`src/rtl/enc3b4b_if.sv`:
```
// Beat interface for the 3B/4B encoder: input beat (k, x, y, rd) and encoded
// output beat (code, rd, s, kerr), each side with its own valid/ready pair.
interface enc3b4b_if #(
  parameter int LANES = 1
);
  // A beat moves on a rising clk edge where valid & ready are both high;
  // a producer holds valid and its data unchanged until that edge.
  logic               in_valid;
  logic               in_ready;
  logic [LANES-1:0]   in_k;
  logic [5*LANES-1:0] in_x;
  logic [3*LANES-1:0] in_y;
  logic [LANES-1:0]   in_rd;
  logic               out_valid;
  logic               out_ready;
  logic [4*LANES-1:0] out_code;
  logic [LANES-1:0]   out_rd;
  logic [LANES-1:0]   out_s;
  logic [LANES-1:0]   out_kerr;

  modport slave (
    input  in_valid, in_k, in_x, in_y, in_rd, out_ready,
    output in_ready, out_valid, out_code, out_rd, out_s, out_kerr
  );

  modport master (
    output in_valid, in_k, in_x, in_y, in_rd, out_ready,
    input  in_ready, out_valid, out_code, out_rd, out_s, out_kerr
  );
endinterface

```
`src/rtl/enc3b4b_pipe.sv`:
```
// Multi-lane pipelined 3B/4B sub-block encoder with valid/ready on both sides.
// Define ENC_KCHECK_EN to flag illegal K codes on out_kerr (otherwise tied 0).
module enc3b4b_pipe #(
  parameter int LANES       = 1,
  parameter int PIPE_STAGES = 1
) (
  input logic      clk,
  input logic      rst,
  enc3b4b_if.slave bus
);
  localparam int W = 7 * LANES;

  logic [4*LANES-1:0] enc_code;
  logic [LANES-1:0]   enc_rd;
  logic [LANES-1:0]   enc_s;
  logic [LANES-1:0]   enc_kerr;
  logic [W-1:0]       enc_word;

  always_comb begin
    logic [4:0] x;
    logic [2:0] y;
    logic       k;
    logic       rd;
    logic       s;
    logic [3:0] c;
    enc_code = '0;
    enc_rd   = '0;
    enc_s    = '0;
    enc_kerr = '0;
    for (int n = 0; n < LANES; n++) begin
      x  = bus.in_x[5*n +: 5];
      y  = bus.in_y[3*n +: 3];
      k  = bus.in_k[n];
      rd = bus.in_rd[n];
      s  = (k && y == 3'd7)
         || (!rd && (x == 5'd17 || x == 5'd18 || x == 5'd20))
         || ( rd && (x == 5'd11 || x == 5'd13 || x == 5'd14));
      // K codes only differ from D codes on the negative-RD side of y1/2/5/6
      c = 4'b0000;
      case (y)
        3'd0: c = rd ? 4'b0100 : 4'b1011;
        3'd1: c = (k && !rd) ? 4'b0110 : 4'b1001;
        3'd2: c = (k && !rd) ? 4'b1010 : 4'b0101;
        3'd3: c = rd ? 4'b0011 : 4'b1100;
        3'd4: c = rd ? 4'b0010 : 4'b1101;
        3'd5: c = (k && !rd) ? 4'b0101 : 4'b1010;
        3'd6: c = (k && !rd) ? 4'b1001 : 4'b0110;
        3'd7: c = s ? (rd ? 4'b1000 : 4'b0111) : (rd ? 4'b0001 : 4'b1110);
        default: c = 4'b0000;
      endcase
      enc_code[4*n +: 4] = c;
      enc_s[n]  = s;
      enc_rd[n] = rd ^ (y == 3'd0 || y == 3'd4 || y == 3'd7);
`ifdef ENC_KCHECK_EN
      enc_kerr[n] = k && !(x == 5'd28 ||
                           (y == 3'd7 && (x == 5'd23 || x == 5'd27 ||
                                          x == 5'd29 || x == 5'd30)));
`endif
    end
  end

  assign enc_word = {enc_kerr, enc_s, enc_rd, enc_code};

  logic [PIPE_STAGES-1:0] vld;
  logic [PIPE_STAGES-1:0] ld;
  logic [PIPE_STAGES-1:0] src_v;
  logic [W-1:0]           data [PIPE_STAGES];
  logic [W-1:0]           src  [PIPE_STAGES];
  logic [W-1:0]           last;

  always_comb begin
    src[0]   = enc_word;
    src_v[0] = bus.in_valid;
    for (int i = 1; i < PIPE_STAGES; i++) begin
      src[i]   = data[i-1];
      src_v[i] = vld[i-1];
    end
  end

  // Stage i may load if it or any stage after it is empty, or the sink takes.
  always_comb begin
    logic t;
    ld = '0;
    for (int i = 0; i < PIPE_STAGES; i++) begin
      t = bus.out_ready;
      for (int j = i; j < PIPE_STAGES; j++) t = t | ~vld[j];
      ld[i] = t;
    end
  end

  always_ff @(posedge clk or posedge rst) begin
    if (rst) begin
      vld <= '0;
      for (int i = 0; i < PIPE_STAGES; i++) data[i] <= '0;
    end else begin
      for (int i = 0; i < PIPE_STAGES; i++) begin
        if (ld[i]) begin
          vld[i] <= src_v[i];
          if (src_v[i]) data[i] <= src[i];
        end
      end
    end
  end

  assign last          = data[PIPE_STAGES-1];
  assign bus.in_ready  = ld[0];
  assign bus.out_valid = vld[PIPE_STAGES-1];
  assign bus.out_code  = last[4*LANES-1:0];
  assign bus.out_rd    = last[5*LANES-1:4*LANES];
  assign bus.out_s     = last[6*LANES-1:5*LANES];
  assign bus.out_kerr  = last[7*LANES-1:6*LANES];
endmodule

```
`src/flat_wrapper.sv`:
```
// flat-port wrapper written by rule: the top's interface ports become plain ports
module enc3b4b_pipe_flat 
#(
  parameter int LANES       = 1,
  parameter int PIPE_STAGES = 1
)
  (clk, rst, bus_in_valid, bus_in_k, bus_in_x, bus_in_y, bus_in_rd, bus_out_ready, bus_in_ready, bus_out_valid, bus_out_code, bus_out_rd, bus_out_s, bus_out_kerr);
  enc3b4b_if #(.LANES(LANES)) bus_i ();
  input logic clk;
  input logic rst;
  input wire logic [$bits(bus_i.in_valid)-1:0] bus_in_valid;
  input wire logic [$bits(bus_i.in_k)-1:0] bus_in_k;
  input wire logic [$bits(bus_i.in_x)-1:0] bus_in_x;
  input wire logic [$bits(bus_i.in_y)-1:0] bus_in_y;
  input wire logic [$bits(bus_i.in_rd)-1:0] bus_in_rd;
  input wire logic [$bits(bus_i.out_ready)-1:0] bus_out_ready;
  output wire logic [$bits(bus_i.in_ready)-1:0] bus_in_ready;
  output wire logic [$bits(bus_i.out_valid)-1:0] bus_out_valid;
  output wire logic [$bits(bus_i.out_code)-1:0] bus_out_code;
  output wire logic [$bits(bus_i.out_rd)-1:0] bus_out_rd;
  output wire logic [$bits(bus_i.out_s)-1:0] bus_out_s;
  output wire logic [$bits(bus_i.out_kerr)-1:0] bus_out_kerr;
  assign bus_i.in_valid = bus_in_valid;
  assign bus_i.in_k = bus_in_k;
  assign bus_i.in_x = bus_in_x;
  assign bus_i.in_y = bus_in_y;
  assign bus_i.in_rd = bus_in_rd;
  assign bus_i.out_ready = bus_out_ready;
  assign bus_in_ready = bus_i.in_ready;
  assign bus_out_valid = bus_i.out_valid;
  assign bus_out_code = bus_i.out_code;
  assign bus_out_rd = bus_i.out_rd;
  assign bus_out_s = bus_i.out_s;
  assign bus_out_kerr = bus_i.out_kerr;
  enc3b4b_pipe #(.LANES(LANES), .PIPE_STAGES(PIPE_STAGES)) u_core (.clk(clk), .rst(rst), .bus(bus_i));
endmodule
```
`config.mk`:
```
export PLATFORM = sky130hd
export DESIGN_NAME = enc3b4b_pipe_flat
export DESIGN_NICKNAME = d
export VERILOG_FILES = /design/src/rtl/enc3b4b_if.sv /design/src/rtl/enc3b4b_pipe.sv /design/src/flat_wrapper.sv
export SDC_FILE = /design/constraint.sdc
export NUM_CORES = 1
export LEC_CHECK = 0
export ABC_AREA = 1
export CAP_MARGIN = 15
export CORE_MARGIN = 4
export CORE_UTILIZATION = 44
export DETAILED_ROUTE_END_ITERATION = 12
export GPL_TIMING_DRIVEN = 0
export PLACE_DENSITY = 0.78
export SYNTH_ARGS = -nofsm -noshare
export SYNTH_HDL_FRONTEND = slang
export SYNTH_SLANG_ARGS = --single-unit
```
`constraint.sdc`:
```
create_clock -name clk -period 1.2 [get_ports clk]
set_input_delay 0.24 -clock clk [delete_from_list [all_inputs] [get_ports clk]]
set_output_delay 0.24 -clock clk [all_outputs]
set_load 0.02 [all_outputs]
```
==> summary.md, run 1 <==
| Metric | Value |
|---|---|
| Status | complete, no violations |
| Initial Util | about 50% |
| PD cells | 912 nW/um^2 |
| Die extent in y | 47.2 microns |
| Initial detailed-routing violation count | 24 |
| Clock skew | between 0.0001 and 0.00015 ns |
| Die area | 2230 sq um |
| I/O pins | 23 |
| Core area | between 1000 and 1500 sq um |
| RSZ-0062 raised after global routing | no |
| Seq/Total Area, Yosys | 25.9% |
| Average size of a mapped cell | 6.70 sq um |
| Largest area contributor in the netlist | dfrtp_1 |
| Worst setup margin | 0.0394 ns |
| Worst-Skew Late Latency | 0.25 ns |
| Critical path's largest stage delay | 0.42 ns |
| CTS Buffer Depth | 2 |
| Worst Setup Path Type | register to output port |
| Period minus WS final | 1.16 ns |
| Worst path top cell family by delay | flip-flops |
| R2R Setup Slk | 0.09 ns |
| Place WS | -0.453 ns |
| Num CTS Buffers | 3 |
| # rows | 13 |
| # setup viols final | 0 |
| P&R area growth vs syn | 40.5% |
| Seq cells post-synth | 7 |
| DP Wirelength | 1240 microns |
| Class of the tightest hold or removal check | primary input to async pin |
| Max Clk Rate | 0.862 GHz |
| Peak supply drop | 716 uV |
| H-tree levels | 1 |
| CP required | 0.96 ns |
| Layout cells sized above 1 | 33.9% |
| Chip width | between 40 and 50 microns |
| Initial antenna violation count | 0 |
| Cell variety after synth | 27 |
| # hold bufs at CTS | 0 |
| Critical Path AT | 0.92 ns |
| WHS | 0.212 ns |
| Max-cap violations | 0 |
| Clock transition at the registers of the reported paths | 0.05 ns |
| CTS tree | done |
| Syn_nets | 115 |
| Final sum of negative setup slack | 0 ns |
| Final wirelength | 1550 microns |
| CP max FO | 2 |
| Warnings from Yosys | 0 |
| Final worst path period share | a little over nine tenths |
| Startpoint types | register |
| Largest net degree at the start of global routing | 11 |
| Worst R2R Path Depth | 8 |
| Antenna-violating nets left | 0 |
| RR Startpoint | u_core.bus.out_valid$_DFFE_PP0N_ |
| Post-synth top area share | between 20 and 30% |
| Pins Over Slew Limit | 0 |
| Synthesized instance count | 101 |
| Clock Root Buffer | clkbuf_4 |
| Placed Instances | 135 |
| Total grt overflow | 0 |
| Mapped cell area | 677 sq um |
| Crit path capture type | output port |
| Layout Cells excl Fill | 142 |
| Global-route wire length before repair | 2260 microns |
| Vias per cell | 5.08 |
| Diodes inserted | 0 |
| Area contributors post-synth | dfrtp_1, nand2_1, nand3_2, inv_1, nand3_1 |
| Pre-antenna DRT Iters | 4 |
| Crit path cell chain | clkdlybuf4s15_2 |
| Tot Pwr | 867 uW |
| Slowest stage cell, crit path | dfrtp_2 |
| TritonCTS Sinks | 7 |
| Port Buffer Count | 19 |
| GR Util All Layers | roughly 14% |
| DRC Markers | 0 |
| Final hold vios | 0 |
| Critical R2R Capture | u_core.data[1]$_DFFE_PP0P_ |
| RD Place Congestion | just under 0.9 |
| Vias in the first global route | 586 |
| WL/cell | around 11 microns |
| Leakage power | 0.506 nW |
| Worst path bufs/invs | 1 |
| Vias | 722 |
| NumNets Final | 142 |
==> layout make-up <==
cell class | count | area (sq um)
Timing Repair Buffer | 22 | 198
Fill cell | 124 | 415
Sequential cell | 7 | 176
Multi-Input combinational cell | 72 | 423
Clock buffer | 4 | 26.3
Tap cell | 15 | 18.8
Buffer | 3 | 30.0
Inverter | 19 | 78.8
==> layout by cell type (no fill, tap or decap), types with 2 or more instances in the layout <==
master           Yosys  final
nand2_1             23     21
inv_1               13      9
inv_2                5      8
nor2_1               8      8
nand3_1              8      8
dlygate4sd2_1        0      8
dfrtp_1              7      6
nand3_2              5      5
buf_4                1      4
clkdlybuf4s15_1      0      4
nand2_4              1      3
buf_6                2      3
o21ai_1              4      3
nand2_2              3      3
o22ai_1              3      3
clkbuf_4             0      3
nor3_1               2      2
o21ai_2              1      2
nor3_2               2      2
nand4_1              2      2
or2_2                2      2
clkdlybuf4s50_1      0      2
clkbuf_2             0      2
==> metrics by stage <==
step / area [sq um] / util (%)
final: 951 / 69.6
after global routing: 951 / 69.6
after CTS: 923 / 67.6
after detailed placement: 897 / 65.7
after global placement: 897 / 65.7
after floorplan: 688 / -
==> cell usage after synthesis <==
cell type / n
or2_2: 2
o21ai_0: 1
nor3_1: 2
inv_1: 13
dfrtp_1: 7
inv_6: 1
conb_1: 1
a21o_1: 1
o21ai_2: 1
buf_4: 1
nor2_2: 1
nand3_2: 5
buf_6: 2
a21oi_1: 1
nand2_1: 23
nand2_2: 3
nor3_2: 2
nand2_4: 1
o211ai_1: 1
xor2_1: 1
nand4_1: 2
nand3_1: 8
inv_2: 5
o21ai_1: 4
nor2_1: 8
o22ai_1: 3
o31ai_2: 1
==> repair_timing <==
action                                  in CTS  in global routing
buffers inserted                             1                  2
endpoints found under the setup margin      13                  9
endpoints found under the hold margin        0                  0
gates cloned                                 0                  0
gates resized for setup                     27                 12
pin swaps                                    4                  2
==> kinds of logic after synthesis <==
group / synth area share [%]
simple gates: 44.0
compound gates: 12.6
other cells: 0.554
xor+xnor: 1.29
flops: 25.9
buf+inv: 15.7
==> how the worst max path moves through the flow <==
| stage | startpoint | end | depth (start not counted) |
|---|---|---|---|
| 6_report | u_core.bus.out_valid$_DFFE_PP0N_ | bus_out_valid | 1 |
| 5_1_grt | bus_in_y[0] | u_core.data[0]$_DFFE_PP0P_ | 12 |
| 4_1_cts | bus_out_ready | bus_in_ready | 4 |
| 3_5_place_dp | bus_out_ready | bus_in_ready | 4 |
| 3_3_place_gp | bus_out_ready | bus_in_ready | 4 |
| 2_1_floorplan | u_core.bus.out_valid$_DFFE_PP0N_ | u_core.data[1]$_DFFE_PP0P_ | 8 |
==> report_power, final <==
group / internal (mW) / switching (mW) / total (mW) / leakage, nW
registers: 0.275 / 0.0208 / 0.296 / 0.0826
clock network: 0.127 / 0.0847 / 0.211 / 0.0150
logic: 0.152 / 0.207 / 0.360 / 0.409
==> layer usage <==
layer / part of all wire [%] / track usage, % / vias to the layer above / routed length (microns)
met3: 7.4 / 7.28 / 6 / 115
met1: 42 / 15.5 / 316 / 652
met4: 2.1 / 5.52 / 0 / 32
met2: 48 / 23.5 / 25 / 750
li1: - / - / 375 / -
met5: 0 / 0 / - / 0
==> sequential cells by signal, indices dropped and copies added, names as in the netlist <==
| signal | cells |
|---|---|
| u_core.data | 6 |
| u_core.bus.out_valid | 1 |
No activity file was read; power rests on OpenSTA's default activity.
==> run 2, diff against run 1 <==
CORE_UTILIZATION = 46   (was 44)
CTS_BUF_LIST = sky130_fd_sc_hd__clkbuf_8   (was default)
PLACE_DENSITY = 0.81   (was 0.78)
==> run 2 against run 1 <==
- die area shrank 3.6%
- largest cell class unchanged
- non-clock buffer count grew 1
- register-to-register slack lost 0.07 ns
- count of clock-buffer cells in the layout shrank 1
- critical endpoint is now bus_out_code[1]
- global-route usage grew 2.9 points
- the run now ends with negative setup slack left
- wire length grew 12%
- hold slack gained 0.039 ns
- combinational power grew 5%
==> summary.md, run 2 (same netlist as run 1, synthesis figures left out) <==
| Metric | Value |
|---|---|
| Class of the tightest hold or removal check | primary input to async pin |
| P&R area growth vs syn | 47.0% |
| Clock Root Buffer | clkbuf_8 |
| H-tree levels | 1 (unchanged) |
| Crit path capture type | output port |
| Clock transition at the registers of the reported paths | 0.04 ns (about the same) |
| Met2 usage | 31.0% (+7.5 points) |
| Initial detailed-routing violation count | 20 (-17%) |
| Worst Setup Path Type | register to output port |
| Final hold vios | 0 (unchanged) |
| Critical Path AT | 0.96 ns (+0.04 ns) |
| Vias per cell | 5.27 (+3.7%) |
| PD cells | 1010 nW/um^2 (+11%) |
| Failing checks | negative setup slack |
| Final wirelength | 1740 microns (+12%) |
| TritonCTS Sinks | 7 (unchanged) |
| Vias | 754 (+4.4%) |
| RD Place Congestion | 0.909 (+4.9%) |
| Largest Register | u_core.data |
| Global-route wire length before repair | 2630 microns (+16%) |
| Place WS | -0.464 ns (-0.0111 ns) |
| RSZ-0062 raised after global routing | yes |
| Worst setup margin | -0.00178 ns (-0.0412 ns) |
| Diodes inserted | 0 (unchanged) |
| Grt met1 use | 18.3% (+2.8 points) |
| Port Buffer Count | 19 (unchanged) |
| DP Area | 897 sq um (unchanged) |
| DP Wirelength | 1240 microns (+0.15%) |
| GR Util All Layers | 17.2% (+2.9 points) |
| Status | finished, violations left |
| Max-cap violations | 0 (unchanged) |
| Core area | 1350 sq um (-1.2%) |
| Pre-antenna DRT Iters | 4 (unchanged) |
| Num CTS Buffers | 3 (unchanged) |
| # hold bufs at CTS | 0 (unchanged) |
| Worst path top cell family by delay | flip-flops |
| NumNets Final | 143 (+0.70%) |
| Max Clk Rate | 0.832 GHz (-3.4%) |
| Final Cell Area | 995 sq um (+4.6%) |
| R2R Setup Slk | 0.02 ns (-0.07 ns) |
| Worst path bufs/invs | 1 (unchanged) |
| Worst-Skew Late Latency | 0.23 ns (-0.02 ns) |
| Antenna-violating nets left | 0 (unchanged) |
| Final worst path period share | 100% (+3.4 points) |
| Startpoint types | register |
| Busiest grt layer | met2 |
| CTS tree | done |
| I/O pins | 23 (unchanged) |
| Commonest non-fill, non-tap cell in the layout | nand2_1 |
| Tot Pwr | 1.00 mW (+16%) |
| Layout cells sized above 1 | 41.4% (+7.5 points) |
| Slowest stage cell, crit path | dfrtp_1 |
| CP required | 0.96 ns (about the same) |
| Initial antenna violation count | 0 (unchanged) |
| Die extent in y | 46.4 microns (-1.8%) |
| Critical path's largest stage delay | 0.37 ns (-0.05 ns) |
| Crit path cell chain | dlygate4sd2_1 |
| DRC Markers | 0 (unchanged) |
| Chip width | 46.4 microns (-1.8%) |
| Most frequent cells in the layout | nand2_1, dlygate4sd2_1, inv_2, inv_1 |
| Grt met3 use | 5.86% (-1.4 points) |
| # setup viols final | 1 (+1) |
| WL/cell | 12.2 microns (+12%) |
| Peak supply drop | 1130 uV (+58%) |
| # rows | 13 (unchanged) |
| CTS Buffer Depth | 2 (unchanged) |
| Largest net degree at the start of global routing | 11 (unchanged) |
| Max reg flops | 6 (unchanged) |
| Vias in the first global route | 684 (+17%) |
| Total grt overflow | 0 (unchanged) |
| CP max FO | 2 (unchanged) |
| Clock skew | 0.00410 ns (+0.00397 ns) |
| Die area | 2150 sq um (-3.6%) |
| Leakage power | 0.525 nW (+3.7%) |
| Pins Over Slew Limit | 0 (unchanged) |
| Initial Util | 50.1% (+0.60 points) |
| Period minus WS final | 1.20 ns (+0.0412 ns) |
==> run 2: cell types whose count changed in the layout (fill, tap and decap cells not counted), sizes merged <==
cell and delta:
inv +1, buf +1, dlymetal6s2s -1, clkdlybuf4s15 -4, dlygate4sd2 +4
==> run 2: per-layer routing <==
metal | vias to the layer above | wire (microns)
met3 | 0 | 106
met1 | 346 | 705
met4 | 0 | 0
li1 | 379 | -
met2 | 29 | 928
met5 | - | 0
==> run 2: repair_timing <==
action | CTS | global route
endpoints found under the setup margin | 13 | 6
pin swaps | 5 | 5
resized for setup | 26 | 19
buffers inserted | 3 | 1
==> run 2: where the power goes <==
group          switching [mW]  total (mW)  internal (mW)
Sequential             0.0211       0.297          0.276
Combinational           0.223       0.379          0.156
Clock                   0.106       0.327          0.221
Total                   0.350        1.00          0.654
==> run 2: final timing paths <==
| check | cells past startpoint | from | to |
|---|---|---|---|
| max reg2reg | 9 | u_core.bus.out_valid$_DFFE_PP0N_ | u_core.data[1]$_DFFE_PP0P_ |
| min in group clk | 6 | bus_in_rd | u_core.data[0]$_DFFE_PP0P_ |
| min reg2reg | 1 | u_core.data[2]$_DFFE_PP0P_ | u_core.data[2]$_DFFE_PP0P_ |
| min | 2 | rst | u_core.data[5]$_DFFE_PP0P_ |
| max | 1 | u_core.data[1]$_DFFE_PP0P_ | bus_out_code[1] |
| max in group asynchronous | 2 | rst | u_core.bus.out_valid$_DFFE_PP0N_ |
==> run 2: stage by stage <==
| step | setup TNS [ns] | std cells | util (%) | hold slack [ns] |
|---|---|---|---|---|
| 6_report | -0.00178 | 143 | 73.7 | 0.251 |
| 5_1_grt | -0.150 | 143 | 73.7 | 0.269 |
| 4_1_cts | 0 | 142 | 71.0 | 0.257 |
| 3_5_place_dp | -2.56 | 135 | 66.5 | 0.467 |
| 3_3_place_gp | -2.35 | 135 | 66.5 | 0.464 |
| 2_1_floorplan | 0 | 101 | - | 0.0433 |
==> run 2: final cells by class <==
type                    count  area (sq um)
clock inverters             1          3.75
repair buffers             23           189
fillers                   120           355
inverters                  19          78.8
plain buffers               3          30.0
well taps                  15          18.8
multi-input cells          72           457
flip-flops and latches      7           176
clock buffers               3          41.3
==> run 3, diff against run 2 <==
MAX_ROUTING_LAYER = met4   (was default)
==> run 3 against run 2 <==
- the flow still finishes with violations (negative setup slack)
- via count fell by 1.2%
- sequential power hardly changed
- non-clock buffer count unchanged
- critical path type unchanged
- largest cell class unchanged
==> summary.md, run 3 (same netlist as run 1, synthesis figures left out) <==
| Metric | Value |
|---|---|
| Critical Path Stages | 1 (unchanged) |
| Slowest stage cell, crit path | dfrtp_1 |
| CTS Buffer Depth | 2 (unchanged) |
| Initial detailed-routing violation count | 20 (unchanged) |
| CP max FO | 2 (unchanged) |
| CTS tree | done |
| Pre-antenna DRT Iters | 4 (unchanged) |
| Num CTS Buffers | 3 (unchanged) |
| Layout cells sized above 1 | 41.4% (unchanged) |
| Worst Setup Path Type | register to output port |
| Critical path's largest stage delay | 0.37 ns (about the same) |
| Final wirelength | 1720 microns (-1.5%) |
| # setup viols final | 1 (unchanged) |
| Global-route wire length before repair | 2630 microns (unchanged) |
| DRC Markers | 0 (unchanged) |
| Clock Root Buffer | clkbuf_8 |
| H-tree levels | 1 (unchanged) |
| Vias per cell | 5.21 (-1.2%) |
| Worst path bufs/invs | 1 (unchanged) |
| Initial antenna violation count | 0 (unchanged) |
| Peak supply drop | 1130 uV (-0.30%) |
| Max-cap violations | 0 (unchanged) |
| Largest Register | u_core.data |
| GR Util All Layers | 17.7% (+0.49 points) |
| CP required | 0.96 ns (about the same) |
| RD Place Congestion | 0.924 (+1.7%) |
| Final worst path period share | 100% (about the same) |
| Vias | 745 (-1.2%) |
| Die extent in y | 46.4 microns (unchanged) |
| Antenna-violating nets left | 0 (unchanged) |
| # rows | 13 (unchanged) |
| Die area | 2150 sq um (unchanged) |
| Placed Instances | 135 (unchanged) |
| Worst R2R Path Depth | 9 (unchanged) |
| Core area | 1350 sq um (unchanged) |
| TritonCTS Sinks | 7 (unchanged) |
| DP Wirelength | 1240 microns (unchanged) |
| Vias in the first global route | 685 (+0.15%) |
| NumNets Final | 143 (unchanged) |
| Crit path cell chain | dlygate4sd2_1 |
| Max reg flops | 6 (unchanged) |
| Initial Util | 50.1% (unchanged) |
| WHS | 0.254 ns (+0.00327 ns) |
| Crit path capture type | output port |
| Commonest non-fill, non-tap cell in the layout | nand2_1 |
| P&R area growth vs syn | 47.0% (unchanged) |
| Max Clk Rate | 0.833 GHz (about the same) |
| Tot Pwr | 998 uW (-0.57%) |
| Clock transition at the registers of the reported paths | 0.04 ns (about the same) |
| Most frequent cells in the layout | nand2_1, dlygate4sd2_1, inv_2, inv_1 |
| Clock skew | 0.00219 ns (-0.00191 ns) |
| Chip width | 46.4 microns (unchanged) |
| Startpoint types | register |
| Final hold vios | 0 (unchanged) |
| Period minus WS final | 1.20 ns (-0.00115 ns) |
| Worst-Skew Late Latency | 0.23 ns (about the same) |
| Layout Cells excl Fill | 143 (unchanged) |
| RSZ-0062 raised after global routing | yes |
| Worst setup margin | -0.000631 ns (+0.00115 ns) |
| WL/cell | 12.0 microns (-1.5%) |
| Pins Over Slew Limit | 0 (unchanged) |
| Port Buffer Count | 19 (unchanged) |
| Failing checks | negative setup slack |
| Leakage power | 0.525 nW (unchanged) |
| PD cells | 1000 nW/um^2 (-0.57%) |
| I/O pins | 23 (unchanged) |
| Status | finished, violations left |
| Worst path top cell family by delay | flip-flops |
| Class of the tightest hold or removal check | primary input to async pin |
| Diodes inserted | 0 (unchanged) |
| Largest net degree at the start of global routing | 11 (unchanged) |
| Place WS | -0.464 ns (unchanged) |
| Critical Path AT | 0.96 ns (about the same) |
| Total grt overflow | 0 (unchanged) |
| RR Startpoint | u_core.bus.out_valid$_DFFE_PP0N_ |
| Final sum of negative setup slack | -0.000631 ns (+0.00115 ns) |
| Fillers | 120 (unchanged) |
| Worst Setup SP | u_core.data[1]$_DFFE_PP0P_ |
==> run 3: cell counts in the layout (fill, tap and decap cells not counted) <==
Identical to the previous run, type by type.
==> run 3: metrics by stage <==
step	instance area (sq um)	utilization (%)
detailed placement	897	66.5
finish	995	73.7
global placement	897	66.5
floorplan	688	-
CTS	958	71.0
global route	995	73.7
==> run 3: final timing paths <==
kind                                                    end  slack [ns]
setup reg to reg                 u_core.data[1]$_DFFE_PP0P_        0.02
min in group clk                 u_core.data[0]$_DFFE_PP0P_        0.46
max in group asynchronous  u_core.bus.out_valid$_DFFE_PP0N_        0.72
setup / recovery                            bus_out_code[1]     -0.0006
hold reg to reg                  u_core.data[2]$_DFFE_PP0P_        0.47
hold / removal                   u_core.data[5]$_DFFE_PP0P_        0.25
==> run 3: per-layer routing <==
layer	part of all wire, %	track usage, %	up-vias
li1	-	-	380
met1	41	18.3	339
met2	53	31.0	24
met3	5.4	5.86	2
met4	0.47	5.68	0
met5	0	-	-
==> run 3: layout make-up <==
type	count	area (sq um)	area share, %
Clock buffer	3	41.3	4.15
Clock inverter	1	3.75	0.377
Buffer	3	30.0	3.02
Timing Repair Buffer	23	189	19.0
Inverter	19	78.8	7.92
Sequential cell	7	176	17.7
Tap cell	15	18.8	1.89
Multi-Input combinational cell	72	457	45.9
==> run 3: worst register-to-register path: stages, from the launching register on <==
cell and delay [ns]:
dfrtp_2 0.41, nand2_4 0.07, buf_6 0.10, nand2_4 0.06, inv_4 0.08, o31ai_4 0.07
inv_2 0.08, nand3_2 0.08, o21ai_2 0.06, inv_1 0.05
==> run 3: repair_timing <==
item | CTS | global route
hold buffers | 0 | 0
gates resized for setup | 26 | 19
pin swaps | 5 | 5
setup endpoints to repair | 13 | 6
setup buffers | 3 | 1
==> run 3: power by group <==
part	internal [mW]	leakage [nW]	switching, mW	total [mW]
clock	0.221	0.0269	0.102	0.323
combinational	0.156	0.416	0.222	0.378
sequential	0.276	0.0826	0.0210	0.297
total	0.653	0.525	0.345	0.998
